[src/rtl/ldpc_pkg.sv]
// ldpc_pkg: shared sizes, default parity-check rows and controller state encoding
// for the (6,3) LDPC bit-flipping decoder.
package ldpc_pkg;
    localparam int N = 6;
    localparam int M = 3;
    localparam logic [N-1:0] H0_DEF = 6'b001011;
    localparam logic [N-1:0] H1_DEF = 6'b010101;
    localparam logic [N-1:0] H2_DEF = 6'b100110;
    typedef enum logic [1:0] {IDLE, SYND, FLIP, DONE} state_t;
endpackage

[src/rtl/ldpc_syn_count.sv]
// ldpc_syn_count: combinational syndrome of a word, plus the flip mask derived from a
// registered syndrome (bits sitting in the largest number of unsatisfied checks).
module ldpc_syn_count
    import ldpc_pkg::*;
#(
    parameter logic [N-1:0] H0 = H0_DEF,
    parameter logic [N-1:0] H1 = H1_DEF,
    parameter logic [N-1:0] H2 = H2_DEF
) (
    input  logic [N-1:0] i_cw,
    input  logic [M-1:0] i_syn,
    output logic [M-1:0] o_syn,
    output logic [N-1:0] o_flip
);
    logic [1:0] w_cnt [N];
    logic [1:0] w_mx;

    assign o_syn = {^(i_cw & H2), ^(i_cw & H1), ^(i_cw & H0)};

    always_comb begin
        w_mx = '0;
        for (int i = 0; i < N; i++) begin
            w_cnt[i] = 2'(i_syn[0] & H0[i]) + 2'(i_syn[1] & H1[i]) + 2'(i_syn[2] & H2[i]);
            w_mx = (w_cnt[i] > w_mx) ? w_cnt[i] : w_mx;
        end
        // a zero syndrome gives mx==0, which would otherwise select every bit
        for (int i = 0; i < N; i++)
            o_flip[i] = (|i_syn) && (w_cnt[i] == w_mx);
    end
endmodule

[src/rtl/ldpc_bitflip_ctrl.sv]
// ldpc_bitflip_ctrl: iterative hard-decision bit-flipping decoder controller, (6,3) LDPC.
// Define LDPC_EARLY_STOP_EN to finish as soon as the syndrome is zero (variable latency).
module ldpc_bitflip_ctrl
    import ldpc_pkg::*;
#(
    parameter int MAX_ITER = 8,
    parameter logic [N-1:0] H0 = H0_DEF,
    parameter logic [N-1:0] H1 = H1_DEF,
    parameter logic [N-1:0] H2 = H2_DEF,
    localparam int IW = (MAX_ITER > 0) ? $clog2(MAX_ITER + 1) : 1
) (
    input  logic          clk,
    input  logic          rst_n,
    input  logic          i_in_valid,
    output logic          o_in_ready,
    input  logic [N-1:0]  i_in_cw,
    output logic          o_out_valid,
    input  logic          i_out_ready,
    output logic [N-1:0]  o_out_cw,
    output logic          o_out_ok,
    output logic [IW-1:0] o_out_iter
);
    localparam logic [IW-1:0] MAX_I = IW'(MAX_ITER);

    state_t        r_state;
    logic [N-1:0]  r_cw;
    logic [M-1:0]  r_syn;
    logic [IW-1:0] r_iter;
    logic [N-1:0]  r_out_cw;
    logic          r_out_ok;
    logic [IW-1:0] r_out_iter;
    logic          r_out_valid;
    logic [M-1:0]  w_syn;
    logic [N-1:0]  w_flip;
    logic          w_stop;

    ldpc_syn_count #(.H0(H0), .H1(H1), .H2(H2)) u_syn_count (
        .i_cw  (r_cw),
        .i_syn (r_syn),
        .o_syn (w_syn),
        .o_flip(w_flip)
    );

`ifdef LDPC_EARLY_STOP_EN
    assign w_stop = (r_iter == MAX_I) || (r_syn == '0);
`else
    assign w_stop = (r_iter == MAX_I);
`endif

    assign o_in_ready  = (r_state == IDLE);
    assign o_out_valid = r_out_valid;
    assign o_out_cw    = r_out_cw;
    assign o_out_ok    = r_out_ok;
    assign o_out_iter  = r_out_iter;

    always_ff @(posedge clk or negedge rst_n) begin
        if (!rst_n) begin
            r_state     <= IDLE;
            r_cw        <= '0;
            r_syn       <= '0;
            r_iter      <= '0;
            r_out_cw    <= '0;
            r_out_ok    <= 1'b0;
            r_out_iter  <= '0;
            r_out_valid <= 1'b0;
        end else begin
            case (r_state)
                IDLE: if (i_in_valid) begin
                    r_cw    <= i_in_cw;
                    r_iter  <= '0;
                    r_state <= SYND;
                end
                SYND: begin
                    r_syn   <= w_syn;
                    r_state <= FLIP;
                end
                FLIP: if (w_stop) begin
                    r_out_cw    <= r_cw;
                    r_out_ok    <= (r_syn == '0);
                    r_out_iter  <= r_iter;
                    r_out_valid <= 1'b1;
                    r_state     <= DONE;
                end else begin
                    r_cw    <= r_cw ^ w_flip;
                    r_iter  <= r_iter + 1'b1;
                    r_state <= SYND;
                end
                DONE: if (i_out_ready) begin
                    r_out_valid <= 1'b0;
                    r_state     <= IDLE;
                end
                default: r_state <= IDLE;
            endcase
        end
    end
endmodule

[config.mk]
export PLATFORM = sky130hd
export DESIGN_NAME = ldpc_bitflip_ctrl
export DESIGN_NICKNAME = d
export VERILOG_FILES = /design/src/rtl/ldpc_pkg.sv /design/src/rtl/ldpc_syn_count.sv /design/src/rtl/ldpc_bitflip_ctrl.sv
export SDC_FILE = /design/constraint.sdc
export NUM_CORES = 1
export LEC_CHECK = 0
export BUFFER_PORTS_ARGS = -buffer_cell sky130_fd_sc_hd__buf_2
export CAP_MARGIN = 20
export CORE_AREA = 2 2 70 72
export CTS_CLUSTER_DIAMETER = 150
export DETAILED_ROUTE_END_ITERATION = 8
export DIE_AREA = 0 0 72 74
export GPL_TIMING_DRIVEN = 0
export HOLD_SLACK_MARGIN = 0.06
export PLACE_DENSITY = 0.74
export REMOVE_ABC_BUFFERS = 1
export SLEW_MARGIN = 20
export SYNTH_ARGS = -nofsm -noshare
export SYNTH_HDL_FRONTEND = slang
export SYNTH_SLANG_ARGS = --single-unit
export TNS_END_PERCENT = 100
[constraint.sdc]
create_clock -name clk -period 11 [get_ports clk]
set_input_delay 1.1 -clock clk [delete_from_list [all_inputs] [get_ports clk]]
set_output_delay 1.1 -clock clk [all_outputs]
set_load 0.01 [all_outputs]
==> reports/metrics.cfg <==
[clocking]
cts-htree-levels=1
clock_buffer_count_from_cts=3
numClockSinks=27
cts_tree=built
max-clock-path-buffers=2
cts-root-buf=clkbuf_8
post-cts-setup-buffers=0
cts_hold_repair.buffers=0
clock_latency_ns=0.27
worst_setup_hold_path_clk_slew_ns=0.09
post_cts_resize_count=0

[synthesis]
synthesis.area_per_instance_um2=9.46
number_of_synthesized_register_bits=27
syn_inst=209
yosysUniqueCellTypes=48
yosys_most_used_dff=dfrtp_1
synth.yosys.seq_area_share=0.342
synthArstFlopShare=1.00
mappedNetlistArea_um2=1980
synth.yosys.warnings=0
count_of_flip_flops_with_a_built_in_enable_after_synthesis=0

[floorplanning]
ioPinCount=23
placement_rows=25
dieWidth_um=72
chipHeight_um=74
initial_cell_density_of_the_core=0.430
core-area_um2=4600
floorplan.die_area_um2=5330

[worst_hold_path]
min_delay_path_depth=1
holdCritPathClass=register to register

[placed_design]
place.detailed.hpwl_um=2960
numPortBuffers=22
gp_congestion=0.821
post_dp_cell_area_um2=2140

[timing]
rsz0062_at_grt=no
fin_crit_ns=5.53
timing.max_slew.rel_slack=0.558
fin_setup_tns_ns=0
worst_clock_skew_ns=0.00675
final_max_slew_violation_count=0
tightest_slew_ns=0.661
fin_crit_sh=0.503
final-hold-violation-count=0
setup_viol_count_final=0
timing_limited_maximum_frequency_mhz=181

[status]
status=complete, no violations

[detailed_routing]
initial_drc_count=56
drt_drc_violations_left=0
avgRoutedWirePerCell_um=13.3
routed_wirelength_um=3770
drtAntennaViolNets=0
post_drt_via_cell_ratio=5.40
vias=1535
drtPass1Iterations=4

[setup_path]
worst_setup_path_startpoint=r_syn[0]
critical_path_endpoint_category=register
critPathCapture=r_cw[2]
cp_max_fo=9
r2r_cells=23
worst_setup_path_start_kind=register
timing_worst_setup_path_type=register to register
critPathArrivalTime_ns=5.73
crit-reg2reg-capture=r_cw[2]
timing.rr.start=r_syn[0]
r2r_slack_ns=5.47
cp_data_required_time_ns=11.20

[layout]
areaGrowthSynthToFinish_pct=10.4
antennaDiodeCount=0
drive_above_1_share=0.222
final_net_count=256
layout.cell_area.non_filler_um2=2180

[global_routing]
first_global_vias=1415
largest_net_degree_at_the_start_of_global_routing=28
grt_first_pass_wirelength_um=6290
final_global_route_overflow_total=0
globalRouteTotalUtil=0.146
antenna_found_initial=0

[run]
max_cap_viol_count=0

[cell usage after synthesis, drive strengths merged (2+ instances only)]
master / instances / area (µm²)
xnor2: 7 / 61.3
mux2i: 5 / 50.1
nand2: 22 / 82.6
dfrtp: 27 / 676
a21oi: 6 / 30.0
and2: 5 / 36.3
nand4: 2 / 12.5
o21bai: 3 / 26.3
nor4: 4 / 25.0
ha: 15 / 188
o311a: 2 / 20.0
o21a: 2 / 15.0
nand2b: 4 / 32.5
nor2: 14 / 57.6
a21o: 3 / 23.8
mux2: 11 / 128
nor3b: 6 / 45.0
nor3: 4 / 25.0
clkbuf: 5 / 18.8
nand3: 10 / 50.1
o22ai: 4 / 37.5
o21ai: 9 / 56.3
inv: 15 / 56.3
xor2: 5 / 43.8
or3: 2 / 12.5
nor2b: 4 / 25.0
[placed cells by master, fill, tap and decap left out, types with 4 or more instances in the layout]
| master | instances |
|---|---|
| nand2_1 | 22 |
| mux2i_1 | 5 |
| o21ai_0 | 8 |
| nor2b_1 | 4 |
| nand3_1 | 10 |
| buf_2 | 22 |
| nor4_1 | 4 |
| dfrtp_1 | 27 |
| xor2_1 | 5 |
| mux2_2 | 10 |
| nor2_1 | 12 |
| xnor2_1 | 7 |
| ha_1 | 15 |
| a21oi_1 | 6 |
| inv_1 | 15 |
| nor3b_1 | 6 |
[how the worst min path moves through the flow]
stage | start | end | slack (ns)
floorplan | r_iter[3] | r_iter[3] | 0.50
detailed placement | o_out_iter[3] | o_out_iter[3] | 0.45
global route | o_out_iter[3] | o_out_iter[3] | 0.50
CTS | o_out_iter[3] | o_out_iter[3] | 0.47
global placement | o_out_iter[3] | o_out_iter[3] | 0.45
finish | o_out_iter[3] | o_out_iter[3] | 0.47
[sequential cells by signal, summed over array words and instances (netlist names)]
name	count
o_out_cw	6
o_out_ok	1
r_cw	6
o_out_iter	4
r_syn	3
o_out_valid	1
r_state	2
r_iter	4
[cell families after synthesis]
family,count (synthesis),synth area share
flip-flops,27,0.342
adder cells (fa/ha/maj),15,0.0949
multiplexers,16,0.0898
buffers and inverters,20,0.0379
XOR/XNOR,12,0.0531
AO/OA/AOI/OAI,38,0.163
AND/OR/NAND/NOR,81,0.220
[layer usage]
layer	global-route usage	vias up	share of wire
met5	0	-	0
met1	0.197	733	0.50
met3	0.0230	2	0.023
met4	0.0189	0	0.0050
li1	-	781	-
met2	0.256	19	0.48
[area by class of cell]
type | instances | area (µm²)
fillers | 456 | 2410
multi-input cells | 162 | 1230
flip-flops and latches | 27 | 676
repair buffers | 22 | 110
inverters | 15 | 56.3
well taps | 54 | 67.6
clock buffers | 3 | 41.3
clock inverters | 1 | 5.00
[worst max-delay path, cell delays in order, from the launching register on]
cell      delay (ns)
dfrtp_1         0.54
inv_1           0.20
ha_1            0.45
ha_1            0.32
inv_1           0.05
o22ai_2         0.22
o21ai_0         0.13
ha_1            0.33
nand2b_4        0.08
and2_4          0.19
a221oi_4        0.32
nor2_1          0.10
ha_1            0.30
nor2_1          0.09
nand2_1         0.09
o21ai_0         0.16
o22ai_2         0.17
ha_1            0.35
a311oi_4        0.25
and2_4          0.21
nor3_2          0.04
or3_1           0.37
or4_1           0.40
o211ai_1        0.09
[metrics by stage]
stage               setup slack, ns  utilization  hold slack [ns]  std cells
floorplan                      5.97            -            0.497        204
global placement               5.54        0.465            0.447        280
detailed placement             5.47        0.465            0.450        280
CTS                            5.44        0.475            0.473        284
global route                   5.08        0.475            0.503        284
finish                         5.47        0.475            0.467        284
Power is not shown: default switching activity piles up to over one toggle a cycle in this logic, so the estimate is an artifact.
